`src/rtl/mem_stage.sv`:
```
// mem_stage: pipeline memory stage between execute and writeback.
//   Non-memory results are registered straight through to wb_*. Loads and
//   stores go out on a valid/ready data-memory port with byte/half/word lane
//   steering, sign/zero extension of load data, misalignment detection and a
//   response timeout. Upstream is frozen (mem_stall) while a transaction is
//   outstanding or its result is parked waiting for downstream.
// Ports:
//   clk, rst_n                    clock, asynchronous active-low reset
//   ex_*                          instruction arriving from execute
//   stall, flush                  downstream hold / kill current instruction
//   dmem_req_* / dmem_rsp_*       data-memory request and response channels
//   wb_*                          registered result towards writeback
//   mem_stall                     freeze upstream
//   misaligned_exc, timeout_exc   one-cycle exception pulses

package mem_stage_pkg;
  typedef logic [15:0] decoded_instr_t;
endpackage

module mem_stage
  import mem_stage_pkg::*;
#(
  parameter int ADDR_WIDTH     = 32,
  parameter int DATA_WIDTH     = 32,
  parameter int TIMEOUT_CYCLES = 255
) (
  input  logic                  clk,
  input  logic                  rst_n,
  input  logic                  ex_valid,
  input  logic [DATA_WIDTH-1:0] ex_alu_result,
  input  logic [DATA_WIDTH-1:0] ex_wdata,
  input  decoded_instr_t        ex_decoded,
  input  logic [ADDR_WIDTH-1:0] ex_pc,
  input  logic                  ex_mem_read,
  input  logic                  ex_mem_write,
  input  logic [1:0]            ex_mem_size,
  input  logic                  ex_mem_unsigned,
  input  logic                  stall,
  input  logic                  flush,
  output logic                  dmem_req_valid,
  input  logic                  dmem_req_ready,
  output logic                  dmem_req_we,
  output logic [ADDR_WIDTH-1:0] dmem_req_addr,
  output logic [DATA_WIDTH-1:0] dmem_req_wdata,
  output logic [3:0]            dmem_req_be,
  input  logic                  dmem_rsp_valid,
  input  logic [DATA_WIDTH-1:0] dmem_rsp_rdata,
  output logic [DATA_WIDTH-1:0] wb_result,
  output decoded_instr_t        wb_decoded,
  output logic [ADDR_WIDTH-1:0] wb_pc,
  output logic                  wb_valid,
  output logic                  mem_stall,
  output logic                  misaligned_exc,
  output logic                  timeout_exc
);

  typedef enum logic [1:0] {IDLE, REQ, WAIT_RSP, DONE} state_t;

  localparam int               CNT_W    = $clog2(TIMEOUT_CYCLES + 1);
  localparam logic [CNT_W-1:0] CNT_LAST = CNT_W'(TIMEOUT_CYCLES - 1);

  function automatic logic [3:0] lane_be(input logic [1:0] size, input logic [1:0] off);
    case (size)
      2'b00:   return 4'b0001 << off;
      2'b01:   return 4'b0011 << off;
      default: return 4'b1111;
    endcase
  endfunction

  function automatic logic [DATA_WIDTH-1:0] lane_wdata(input logic [1:0] size,
                                                       input logic [DATA_WIDTH-1:0] d);
    case (size)
      2'b00:   return {4{d[7:0]}};
      2'b01:   return {2{d[15:0]}};
      default: return d;
    endcase
  endfunction

  function automatic logic [DATA_WIDTH-1:0] load_extend(input logic [DATA_WIDTH-1:0] rdata,
                                                        input logic [1:0] off,
                                                        input logic [1:0] size,
                                                        input logic uns);
    logic [DATA_WIDTH-1:0] sh;
    logic signed [7:0]     b;
    logic signed [15:0]    h;
    sh = rdata >> {off, 3'b000};
    b  = sh[7:0];
    h  = sh[15:0];
    case (size)
      2'b00: begin
        if (uns) return DATA_WIDTH'(sh[7:0]);
        return DATA_WIDTH'(b);
      end
      2'b01: begin
        if (uns) return DATA_WIDTH'(sh[15:0]);
        return DATA_WIDTH'(h);
      end
      default: return sh;
    endcase
  endfunction

  state_t                state, state_nxt;
  logic [CNT_W-1:0]      tmo_cnt;
  logic                  kill;
  logic                  buf_vld_p2;

  logic [1:0]            off_p1, size_p1;
  logic                  uns_p1;
  logic [DATA_WIDTH-1:0] addr_p1;
  decoded_instr_t        dec_p1;
  logic [ADDR_WIDTH-1:0] pc_p1;
  logic [DATA_WIDTH-1:0] buf_result_p2;

  logic                  mem_op, misaligned, aligned_op, accept, busy;
  logic                  handshake, rsp_take, mem_done, tmo_hit, complete_now;
  logic [DATA_WIDTH-1:0] result_now;

  assign dmem_req_valid = (state == REQ);

  always_comb begin
    mem_op       = ex_valid && (ex_mem_read || ex_mem_write);
    misaligned   = mem_op && ((ex_mem_size == 2'b01 && ex_alu_result[0]) ||
                              (ex_mem_size[1] && ex_alu_result[1:0] != 2'b00));
    aligned_op   = mem_op && !misaligned;
    accept       = (state == IDLE) && aligned_op && !stall && !flush;
    busy         = (state == REQ) || (state == WAIT_RSP);
    handshake    = (state == REQ) && dmem_req_ready;
    rsp_take     = (state == WAIT_RSP) && dmem_rsp_valid;
    mem_done     = (handshake && dmem_req_we) || rsp_take;
    // Bus progress in the final cycle wins over the abort.
    tmo_hit      = busy && !handshake && !rsp_take && (tmo_cnt >= CNT_LAST);
    complete_now = (mem_done && !stall) || ((state == DONE) && !stall) || tmo_hit;
    // A store reports its effective address as its result.
    result_now   = dmem_req_we ? addr_p1 : load_extend(dmem_rsp_rdata, off_p1, size_p1, uns_p1);

    state_nxt = state;
    case (state)
      IDLE:     if (accept) state_nxt = REQ;
      REQ: begin
        if (tmo_hit)        state_nxt = IDLE;
        else if (handshake) state_nxt = dmem_req_we ? (stall ? DONE : IDLE) : WAIT_RSP;
      end
      WAIT_RSP: begin
        if (tmo_hit)       state_nxt = IDLE;
        else if (rsp_take) state_nxt = stall ? DONE : IDLE;
      end
      DONE:     if (flush || !stall) state_nxt = IDLE;
      default:  state_nxt = IDLE;
    endcase

    mem_stall = (state == IDLE) ? (aligned_op && !flush) : !complete_now;
  end

  // ---- p1: request capture / FSM / writeback registers ----
  always_ff @(posedge clk or negedge rst_n) begin
    if (!rst_n) begin
      state          <= IDLE;
      tmo_cnt        <= '0;
      kill           <= 1'b0;
      buf_vld_p2     <= 1'b0;
      misaligned_exc <= 1'b0;
      timeout_exc    <= 1'b0;
      dmem_req_we    <= 1'b0;
      dmem_req_addr  <= '0;
      dmem_req_wdata <= '0;
      dmem_req_be    <= '0;
      wb_valid       <= 1'b0;
      wb_result      <= '0;
      wb_decoded     <= '0;
      wb_pc          <= '0;
    end else begin
      state          <= state_nxt;
      misaligned_exc <= (state == IDLE) && misaligned && !stall && !flush;
      timeout_exc    <= tmo_hit;

      if (accept)               tmo_cnt <= '0;
      else if (busy && !tmo_hit) tmo_cnt <= tmo_cnt + 1'b1;

      if (state == IDLE)      kill <= 1'b0;
      else if (busy && flush) kill <= 1'b1;

      if (accept) begin
        dmem_req_we    <= ex_mem_write;
        dmem_req_addr  <= {ex_alu_result[ADDR_WIDTH-1:2], 2'b00};
        dmem_req_wdata <= lane_wdata(ex_mem_size, ex_wdata);
        dmem_req_be    <= lane_be(ex_mem_size, ex_alu_result[1:0]);
      end

      if (mem_done && stall) buf_vld_p2 <= !(kill || flush);

      if (state == IDLE) begin
        if (flush) begin
          wb_valid <= 1'b0;
        end else if (!stall) begin
          if (mem_op) begin
            wb_valid <= 1'b0;
          end else begin
            wb_valid   <= ex_valid;
            wb_result  <= ex_alu_result;
            wb_decoded <= ex_decoded;
            wb_pc      <= ex_pc;
          end
        end
      end else if (tmo_hit) begin
        wb_valid <= 1'b0;
      end else if (mem_done && !stall) begin
        wb_valid   <= !(kill || flush);
        wb_result  <= result_now;
        wb_decoded <= dec_p1;
        wb_pc      <= pc_p1;
      end else if ((state == DONE) && !stall && !flush) begin
        wb_valid   <= buf_vld_p2;
        wb_result  <= buf_result_p2;
        wb_decoded <= dec_p1;
        wb_pc      <= pc_p1;
      end
    end
  end

  // ---- p1/p2: latched request fields and parked result ----
  always_ff @(posedge clk) begin
    if (accept) begin
      off_p1  <= ex_alu_result[1:0];
      size_p1 <= ex_mem_size;
      uns_p1  <= ex_mem_unsigned;
      addr_p1 <= ex_alu_result;
      dec_p1  <= ex_decoded;
      pc_p1   <= ex_pc;
    end
    if (mem_done && stall) buf_result_p2 <= result_now;
  end

endmodule

```
`config.mk`:
```
export PLATFORM = sky130hd
export DESIGN_NAME = mem_stage
export DESIGN_NICKNAME = d
export VERILOG_FILES = /design/src/rtl/mem_stage.sv
export SDC_FILE = /design/constraint.sdc
export NUM_CORES = 1
export LEC_CHECK = 0
export ABC_CLOCK_PERIOD_IN_PS = 4850
export CORE_MARGIN = 1.5
export CORE_UTILIZATION = 45
export DETAILED_ROUTE_END_ITERATION = 12
export PLACE_DENSITY_LB_ADDON = 0.15
export SYNTH_ARGS = -nofsm -noshare
export SYNTH_HDL_FRONTEND = slang
export SYNTH_SLANG_ARGS = --single-unit
```
`constraint.sdc`:
```
create_clock -name clk -period 4.85 [get_ports clk]
set_input_delay 0.485 -clock clk [delete_from_list [all_inputs] [get_ports clk]]
set_output_delay 0.485 -clock clk [all_outputs]
set_load 0.05 [all_outputs]
```
# After elaboration in Yosys (flattened, before gate mapping)

Cells that the tools add are included.

Eq/ne operators: 14
Reductions and logical operators: 51
Shifts and indexed selects: 3
Add/sub/neg operators: 1
Magnitude comparators: 1
Muxes and demuxes: 53

Operators by type and width:

| operator              | count |
|---|---|
| $mux W32              | 19 |
| $pmux W32 S2          | 2 |
| $mux W16              | 7 |
| $shr A32 B5 Y32       | 1 |
| $logic_and A1 B1 Y1   | 24 |
| $mux W2               | 8 |
| $mux W8               | 2 |
| $mux W1               | 13 |
| $ne A2 B2 Y1 const B  | 5 |
| $add A8 B1 Y8 const B | 1 |
| $ge A8 B8 Y1 const B  | 1 |
| $logic_not A1 Y1      | 8 |
| $logic_or A1 B1 Y1    | 8 |
| $pmux W2 S4           | 1 |
| $pmux W4 S2           | 1 |
| $eq A2 B1 Y1 const B  | 3 |
| $logic_not A2 Y1      | 3 |
| $ne A3 B3 Y1 const B  | 2 |
| $reduce_bool A2 Y1    | 3 |
| $reduce_and A5 Y1     | 1 |
| $eq A2 B2 Y1 const B  | 2 |
| $reduce_and A4 Y1     | 1 |
| $reduce_bool A4 Y1    | 1 |
| $shl A1 B2 Y4 const A | 1 |
| 5 further kinds       | 5 |

Logic and storage cells: 144
Input port bits: 156
Bits in registers: 279
Output and inout port bits: 154

# Longest topological paths before layout

Gate-level depths: netlist of run 1.

Depth in word-level cells: 11
Depth in mapped cells: 11
Mapped depth without buffers: 7

# Worst setup path after synthesis of run 1

Ideal clock, no wire load.

Path kind: reg2reg
Start: register state[0]
End: register addr_p1[10] (enable)
Data arrival time: 3.713 ns
Slack: 0.657 ns
Stages on the path, launching flop included: 7
Path buffers: 1
Period minus slack after synthesis: 4.193 ns
Required time: 4.370 ns
Library setup time: 0.480 ns
Path through: dfrtp_1 inv_1 ha_1 o211ai_1 nand4b_1 inv_1 clkbuf_1

Word-level cells in the longest chain between the ends: 4

RTL lines:

| item                             | RTL line | source |
|---|---|---|
| from (decl)                      | 102      | `state_t state, state_nxt;` |
| from (signal assigned)           | 172      | `state <= state_nxt;` |
| $logic_not A2 Y1                 | 125      | `accept = (state == IDLE) && aligned_op && !stall && !flush;` |
| $logic_and A1 B1 Y1 (3 in a row) | 125      |  |
| to (signal assigned)             | 226      | `addr_p1 <= ex_alu_result;` |
| to (decl)                        | 109      | `logic [DATA_WIDTH-1:0] addr_p1;` |

Every way passes these cells.
A chain may end at the register's enable or synchronous reset.

# Final worst setup path of run 1

Start: register state[1]
End: output mem_stall

Word-level cells in the longest chain between the ends: 9
Elaborated cells on any way between the ends: 20
Classes of those cells: eq/ne (3); mux (1); reduce/logical (16)

RTL lines:

| item                                                             | RTL line | source |
|---|---|---|
| $eq A2 B1 Y1                                                     | 126, 127 |  |
| $logic_and A1 B1 Y1                                              | 127      | `handshake = (state == REQ) && dmem_req_ready;` |
| $logic_and A1 B1 Y1 / $logic_not A1 Y1 (equally long branches)   | 129, 131 |  |
| $logic_or A1 B1 Y1 / $logic_and A1 B1 Y1 (equally long branches) | 129, 131 |  |
| $logic_and A1 B1 Y1, on equally long branches                    | 132, 131 |  |
| $logic_or A1 B1 Y1 / $logic_and A1 B1 Y1 (equally long branches) | 132, 131 |  |
| $logic_or A1 B1 Y1                                               | 132      | `complete_now = (mem_done && !stall) \|\| ((state == DONE) && !stall) \|\| tmo_hit;` |
| $logic_not A1 Y1                                                 | 151      | `mem_stall = (state == IDLE) ? (aligned_op && !flush) : !complete_now;` |
| $mux W1 (*)                                                      | 151      |  |
| to (decl)                                                        | 52       | `output logic mem_stall,` |

Mark *: on every way between the ends. The rest lies on a longest branch, timed or not.

==> flow_metrics.tcl, run 1 <==
set metrics [dict create \
    path_clk_slew_ps 60 \
    worstPathMaxFanout 27 \
    crit_path_cell_trace "inv_1, ha_1, a32oi_2, or2_1, buf_4, a32o_1, clkdlybuf4s50_1" \
    ant_nets 0 \
    yosysTopAreaCell "dfrtp_1" \
    syn-cell-area_mm2 0.0126 \
    cts.hold.buffers_added 1 \
    cap_violations 0 \
    power.density_mw_per_mm2 663 \
    drt_iter0_markers 730 \
    dieArea_mm2 0.0290 \
    dr.pass1.iters 5 \
    layout.cells.non_filler 1802 \
    placed_cells 1745 \
    layout.nets 1562 \
    area_delta_synth_final_pct 35.9 \
    cpMaxStageDelayCell "clkdlybuf4s50_1" \
    cts_tree "done" \
    rsz0062_at_grt "no" \
    final_max_slew_viol_count 0 \
    yosys_warnings 0 \
    grt_pass1_vias 9762 \
    finalClockSkew_ps 12.5 \
    n_fill_cell 2260 \
    final-setup-viol-count 0 \
    critical_path_class "reg2out" \
    grt_usage_pct 24.6 \
    holdCritPathClass "reg2reg" \
    arrival_ps 3450 \
    p_leak_nw 6.79 \
    yosysTopAreaCellShare_pct 32.1 \
    synth-seq-cells 277 \
    initial_core_util_pct 45.5 \
    num_rows 61 \
    relSlewSlack_pct 29.9 \
    worst_pin_slew_ps 1050 \
    ys_types 61 \
    fp.dieH_um 170 \
    clk_latency_ps 560 \
    antenna_cells 0 \
    fmax_ghz 0.254 \
    via_count 9866 \
    synth-async-reset-ratio_pct 58.5 \
    synth_enable_flop_cells 115 \
    place.gp.congestion 0.816 \
    finish.utilization_pct 61.9 \
    fin_ws_ps 917 \
    tns_ps 0 \
    fin_crit_ps 3930 \
    status "finished, final reports clean" \
    die_w_um 170 \
    cts_max_level 1 \
    synth_seq_area_share_pct 59.5 \
    clock_sinks 277 \
    grt_max_degree 98 \
    end_kind "output port" \
    vdd_drop_max_uv 359 \
    place_ws_ps 1250 \
    ys.flop_type "dfrtp_1" \
    hold_viol 0 \
    netlist_instances 1122 \
    port-buffer-count 307 \
    routed_wl_um 35700 \
    grt_first_pass_wirelength_um 55200 \
    cts_max_path_buffers 3 \
    antenna_found_initial 0 \
    cts_resized 0 \
    final_cell_area_mm2 0.0171 \
    start_kind "register" \
    cts_made_buffers 30 \
    io_pins 310 \
    crit_required_ps 4370 \
    cts-root-buf "clkbuf_16" \
    routed_via_density 5.48 \
    drive_above_1_share_pct 8.43 \
    post-route-drc-count 0 \
    synth_common_cells "173 x nand2_1, 162 x dfrtp_1, 157 x o21ai_0" \
    period_share_pct 81.1 \
    cts_setup_buffers 0 \
    dpl_cell_area_mm2 0.0160 \
    cpPeakStageDelay_ps 840 \
    synth.most_common_cell "nand2_1" \
    wl_per_cell_um 19.8 \
    place_hpwl_um 24200 \
    yosys-top-cells-area "dfrtp_1 32%, edfxtp_1 27%, mux2i_1 6.9%, o21ai_0 6.2%, nand2_1 5.1%" \
    fp.coreArea_mm2 0.0277 \
    grt_overflow 0 \
    avgSynthCellArea_um2 11.2 \
]
==> cell families after synthesis <==
group / after synthesis / synth area share, %
xor+xnor: 7 / 0.486
fa+ha+maj: 6 / 0.595
other cells: 1 / 0.0297
mux: 122 / 10.6
buf+inv: 91 / 3.08
compound gates: 319 / 15.6
flops: 277 / 59.5
simple gates: 299 / 10.1
==> where the power goes <==
| part | leakage, nW | internal, mW | switching, mW |
|---|---|---|---|
| clock | 0.541 | 1.57 | 0.940 |
| sequential | 3.08 | 3.14 | 0.359 |
| combinational | 3.17 | 1.83 | 3.53 |
| total | 6.79 | 6.54 | 4.83 |
==> cell type report <==
class	count	area (um^2)	share of cell area (%)
Timing Repair Buffer	326	3260	19.0
Multi-Input combinational cell	755	4760	27.8
Clock buffer	40	870	5.07
Sequential cell	277	7510	43.8
Inverter	10	40.0	0.234
Clock inverter	16	236	1.38
Tap cell	378	473	2.76
==> final timing paths <==
check | startpoint | end | slack (ps) | cells past startpoint
min in group asynchronous | rst_n | dmem_req_wdata[21]$_DFFE_PN0N_ | 500 | 2
hold / removal | dmem_req_addr[13]$_DFFE_PN0N_ | dmem_req_addr[13]$_DFFE_PN0N_ | 470 | 2
setup / recovery | state[1]$_DFFE_PN0P_ | mem_stall | 920 | 7
hold reg to reg | dmem_req_addr[13]$_DFFE_PN0N_ | dmem_req_addr[13]$_DFFE_PN0N_ | 470 | 2
setup reg to reg | state[0]$_DFFE_PN0P_ | wb_pc[8]$_DFFE_PN0P_ | 1420 | 8
max in group asynchronous | rst_n | wb_pc[20]$_DFFE_PN0P_ | 3360 | 3
==> metal layers <==
metal / global-route usage [%] / part of all wire (%)
met4: 8.39 / 3.2
met1: 33.7 / 43
met5: 0 / 0
met3: 5.37 / 7.9
met2: 38.8 / 46
==> registers in the layout, indices dropped and copies added, names as in the netlist, 2 cells and up <==
register / flops
addr_p1: 31
buf_result_p2: 32
dec_p1: 16
dmem_req_addr: 30
dmem_req_be: 4
dmem_req_wdata: 32
pc_p1: 32
size_p1: 2
state: 2
tmo_cnt: 8
wb_decoded: 16
wb_pc: 32
wb_result: 32
==> critical path: cells and delay by family, from the launching register on <==
kind	cells	cell delay (ps)
compound gates	2	740
fa+ha+maj	1	280
buf+inv	3	1270
flops	1	400
simple gates	1	210
==> metrics by stage <==
stage / hold slack, ps / power (mW)
6_report: 473 / 11.4
5_1_grt: 479 / 11.9
4_1_cts: 476 / 11.4
3_5_place_dp: 461 / 8.89
3_3_place_gp: 457 / 8.81
2_1_floorplan: 189 / 7.03
==> layout by cell type (no fill, tap or decap), drive strengths merged, types with 7 or more instances in the layout <==
cell / n
a21oi: 39
a221oi: 7
a22oi: 9
buf: 19
clkbuf: 40
clkdlybuf4s50: 306
clkinv: 8
dfrtp: 162
edfxtp: 115
inv: 10
mux2: 29
mux2i: 87
nand2: 173
nand2b: 11
nor2: 66
nor2b: 8
nor3: 11
o211ai: 13
o21ai: 163
o31a: 15
o31ai: 12
(Power assumes the default switching activity.)
==> inputs of run 2 (changes only) <==
ABC_CLOCK_PERIOD_IN_PS = 4100   (was 4850)
clock period = 4.1 ns   (was 4.85 ns; I/O delays follow)
==> run 2 against run 1 <==
- clock-buffer cell count is 4 lower
- final cell count is 0.33% higher
- worst setup slack worse by 38 ps
- hold slack worse by 58 ps
- via count is 0.32% lower
- clock skew is 1.3 ps lower
- global-route usage is 0.21 points higher
- first-iteration DRC count is 8.1% higher
- sequential cell count stayed put
- power is 17% higher
- critical endpoint unchanged
- largest power group unchanged
==> flow_metrics.tcl, run 2 (same netlist as run 1, synthesis figures left out) <==
set metrics [dict create \
    grt_first_pass_wirelength_um 55800 \
    multiInputGateArea_mm2 0.00476 \
    holdCritPathClass "in2async" \
    worst_pin_slew_ps 1100 \
    cap_violations 0 \
    path_clk_slew_ps 60 \
    io_pins 310 \
    cts_made_buffers 30 \
    fmax_ghz 0.310 \
    fp.coreArea_mm2 0.0277 \
    via_count 9834 \
    layout.nets 1568 \
    grt_pass1_vias 9829 \
    port-buffer-count 307 \
    worstPathMaxFanout 27 \
    area_delta_synth_final_pct 35.7 \
    p_leak_nw 6.77 \
    critPathTopFamily "compound AO/OA/AOI/OAI gates" \
    post-route-drc-count 0 \
    relSlewSlack_pct 26.4 \
    end_kind "output port" \
    grt_max_degree 102 \
    finalClockSkew_ps 11.2 \
    crit_path_cell_trace "inv_1, ha_1, a32oi_2, or2_1, buf_4, a32o_1, buf_4" \
    hold_viol 0 \
    cts_tree "done" \
    drt_iter0_markers 789 \
    crit_required_ps 3690 \
    cts_setup_buffers 0 \
    place.gp.congestion 0.803 \
    path_depth 7 \
    die_w_um 170 \
    ant_nets 0 \
    final-setup-viol-count 0 \
    critical_path_class "reg2out" \
    cpMaxStageDelayCell "a32oi_2" \
    regArea_mm2 0.00751 \
    grt_usage_pct 24.8 \
    r2r_start "state[1]$_DFFE_PN0P_" \
    place_ws_ps 818 \
    n_fill_cell 2294 \
    place_hpwl_um 24300 \
    grt_overflow 0 \
    initial_core_util_pct 45.5 \
    cts_max_level 1 \
    num_rows 61 \
    status "finished, final reports clean" \
    cts-root-buf "clkbuf_16" \
    routed_via_density 5.44 \
    vdd_drop_max_uv 416 \
    routed_wl_um 36000 \
    layout_commonest_cell "clkdlybuf4s50_1" \
    period_share_pct 78.6 \
    crit_top_cell "buf_4" \
    clock_sinks 277 \
    fp.dieH_um 170 \
    cts_max_path_buffers 3 \
    crit_buf_inv 3 \
    ff2ff_path_depth 7 \
    clk_latency_ps 560 \
    tns_ps 0 \
    arrival_ps 2810 \
    final_max_slew_viol_count 0 \
    power.density_mw_per_mm2 776 \
    layout_common_cells "305 x clkdlybuf4s50_1, 173 x nand2_1, 162 x dfrtp_1" \
    cpPeakStageDelay_ps 480 \
    fin_ws_ps 879 \
    antenna_cells 0 \
    drive_above_1_share_pct 8.67 \
    start_kind "register" \
    wl_per_cell_um 19.9 \
    worstReg2RegEnd "wb_result[1]$_DFFE_PN0P_" \
    antenna_found_initial 0 \
    dr.pass1.iters 6 \
    rsz0062_at_grt "no" \
    r2r_slack_ps 1050 \
    cts_resized 0 \
    dieArea_mm2 0.0290 \
    fin_crit_ps 3220 \
]
[run 2: cell types whose count changed in the layout (fill, tap and decap cells not counted)]
| cell | before | now |
|---|---|---|
| bufinv_16 | 6 | 5 |
| clkbuf_1 | 3 | 4 |
| clkinv_8 | 0 | 1 |
| buf_4 | 15 | 22 |
| clkdlybuf4s50_1 | 306 | 305 |
| clkbuf_8 | 6 | 2 |
| clkinv_1 | 2 | 4 |
| clkbuf_16 | 31 | 30 |
| clkinvlp_4 | 2 | 4 |
[run 2: stage by stage]
| stage | hold slack [ps] | std cells | cell area [um^2] | power, mW | util (%) |
|---|---|---|---|---|---|
| 2_1_floorplan | 114 | 1123 | 12600 | 8.31 | - |
| 3_3_place_gp | 453 | 1751 | 16100 | 10.4 | 58.0 |
| 3_5_place_dp | 452 | 1751 | 16100 | 10.5 | 58.0 |
| 4_1_cts | 399 | 1808 | 17100 | 13.4 | 61.8 |
| 5_1_grt | 398 | 1808 | 17100 | 14.0 | 61.8 |
| 6_report | 415 | 1808 | 17100 | 13.3 | 61.8 |
[run 2: area by class of cell]
cell class | instances | area share [%]
timing repair buffer | 332 | 19.3
sequential | 277 | 43.9
tap | 378 | 2.76
inverter | 10 | 0.234
multi-input combinational | 755 | 27.8
clock inverter | 20 | 1.43
clock buffer | 36 | 4.63
[run 2: how the worst max path moves through the flow]
stage | startpoint | to
2_1_floorplan | state[1]$_DFFE_PN0P_ | buf_vld_p2$_DFFE_PN0P_
6_report | state[0]$_DFFE_PN0P_ | mem_stall
3_3_place_gp | stall | wb_result[7]$_DFFE_PN0P_
3_5_place_dp | stall | wb_result[1]$_DFFE_PN0P_
4_1_cts | state[0]$_DFFE_PN0P_ | mem_stall
5_1_grt | state[1]$_DFFE_PN0P_ | mem_stall
[run 2: worst register-to-register path, delay by kind of cell (launching register included)]
kind            cells  cell delay (ps)
simple gates        2             1000
flops               1              410
mux                 1              410
buf+inv             1              120
fa+ha+maj           1              310
compound gates      2              680
[run 2: power by group]
group	switching, mW	leakage [nW]	internal, mW	total (mW)
combinational	4.17	3.20	2.17	6.34
clock	1.14	0.497	1.70	2.83
sequential	0.409	3.08	3.71	4.12
total	5.72	6.77	7.57	13.3
[run 2: what timing repair did]
item | 4_1_cts | 5_1_grt
hold buffers | 1 | 0
endpoints found under the hold margin | 61 | 0
endpoints found under the setup margin | 0 | 0
[run 2: per-layer routing]
| metal | wire, um | GRT usage [%] |
|---|---|---|
| met1 | 15600 | 34.2 |
| met2 | 16700 | 39.4 |
| met3 | 2950 | 6.00 |
| met4 | 809 | 6.35 |
| met5 | 0 | 0 |
==> inputs of run 3 (changes only) <==
ABC_CLOCK_PERIOD_IN_PS = 3000   (was 4100)
clock period = 3 ns   (was 4.1 ns; I/O delays follow)
==> run 3 against run 2 <==
- critical path depth up 1
- clock power rose by 21%
- critical path type unchanged
- clock-buffer cell count rose by 2
==> flow_metrics.tcl, run 3 (same netlist as run 1, synthesis figures left out) <==
set metrics [dict create \
    via_count 9987 \
    end_kind "output port" \
    routed_via_density 5.47 \
    initial_core_util_pct 45.5 \
    vdd_drop_max_uv 576 \
    finalClockSkew_ps 16.1 \
    layout_commonest_cell "clkdlybuf4s50_1" \
    layout.nets 1587 \
    power.density_mw_per_mm2 1040 \
    die_w_um 170 \
    drive_above_1_share_pct 9.46 \
    dr.pass1.iters 4 \
    num_rows 61 \
    path_clk_slew_ps 60 \
    post-route-drc-count 0 \
    layout.cells.non_filler 1827 \
    n_fill_cell 2265 \
    dieArea_mm2 0.0290 \
    cts_max_level 1 \
    p_leak_nw 6.82 \
    critical_path_class "reg2out" \
    tns_ps 0 \
    fin_crit_ps 2820 \
    fmax_ghz 0.354 \
    placed_cells 1767 \
    period_share_pct 94.1 \
    ant_nets 0 \
    antenna_found_initial 1 \
    crit_required_ps 2700 \
    arrival_ps 2520 \
    cap_violations 0 \
    wl_per_cell_um 19.6 \
    fp.dieH_um 170 \
    routed_wl_um 35800 \
    final-setup-viol-count 0 \
    grt_usage_pct 24.6 \
    status "finished, final reports clean" \
    place.gp.congestion 0.814 \
    relSlewSlack_pct 27.4 \
    grt_max_degree 76 \
    hold_viol 0 \
    holdCritPathClass "in2async" \
    cts-root-buf "clkbuf_16" \
    clk_latency_ps 550 \
    fp.coreArea_mm2 0.0277 \
    drt_iter0_markers 706 \
    regArea_mm2 0.00751 \
    port-buffer-count 307 \
    final_max_slew_viol_count 0 \
    cts_made_buffers 29 \
    grt_pass1_vias 9794 \
    multiInputGateArea_mm2 0.00476 \
    place_hpwl_um 24700 \
    layout_common_cells "305 x clkdlybuf4s50_1, 173 x nand2_1, 162 x dfrtp_1" \
    cts_tree "done" \
    area_delta_synth_final_pct 36.0 \
    holdWs_ps 264 \
    worst_pin_slew_ps 1090 \
    cts_max_path_buffers 3 \
    clock_sinks 277 \
    rsz0062_at_grt "no" \
    worstPathMaxFanout 9 \
    grt_overflow 0 \
    io_pins 310 \
    grt_first_pass_wirelength_um 55500 \
    start_kind "register" \
]
-- run 3: repair_timing --
item | in CTS | in global routing
hold endpoints to repair | 39 | 0
endpoints found under the setup margin | 0 | 1
resized for setup | 0 | 2
hold buffers | 1 | 0
setup buffers | 0 | 4
-- run 3: stage by stage --
step | util, % | worst slack (ps) | power [mW] | cell area, um^2
2_1_floorplan | - | 139 | 11.4 | 12600
3_3_place_gp | 58.6 | 424 | 14.4 | 16200
3_5_place_dp | 58.6 | 320 | 14.5 | 16200
4_1_cts | 61.8 | 1.88 | 17.9 | 17100
5_1_grt | 61.9 | 19.9 | 18.7 | 17200
6_report | 61.9 | 176 | 17.8 | 17200
-- run 3: worst paths after layout --
kind | slack (ps) | cells past startpoint | from | endpoint
min | 260 | 2 | rst_n | wb_result[25]$_DFFE_PN0P_
min in group clk | 330 | 1 | ex_pc[23] | pc_p1[23]$_DFFE_PN_
min reg2reg | 470 | 2 | dmem_req_addr[8]$_DFFE_PN0N_ | dmem_req_addr[8]$_DFFE_PN0N_
max reg2reg | 340 | 6 | off_p1[0]$_DFFE_PN_ | wb_result[18]$_DFFE_PN0P_
max | 180 | 8 | state[0]$_DFFE_PN0P_ | mem_stall
max in group asynchronous | 1900 | 3 | rst_n | dmem_req_we$_DFFE_PN0N_
-- run 3: critical path, cell delays in order, from the launching register on --
cell	delay, ps
dfrtp_1	400
inv_1	160
ha_2	270
o22ai_1	110
a21o_1	290
nor2_1	230
nor2_1	90
a32o_1	270
buf_12	160
-- run 3: area by class of cell --
type	count	area share, %
flip-flops and latches	277	43.7
diodes	1	0.0146
inverters	10	0.248
clock inverters	16	0.736
clock buffers	38	4.43
multi-input cells	755	27.8
repair buffers	352	20.3
well taps	378	2.76
-- run 3: power by group --
part	internal [mW]	total, mW	switching (mW)
sequential	5.07	5.63	0.562
combinational	3.05	8.78	5.73
clock	1.95	3.42	1.48
total	10.1	17.8	7.77
-- run 3: per-layer routing --
metal	track usage [%]	share of wire, %
met1	34.8	45
met2	39.1	46
met3	5.37	8.1
met4	5.16	1.5
met5	0	0
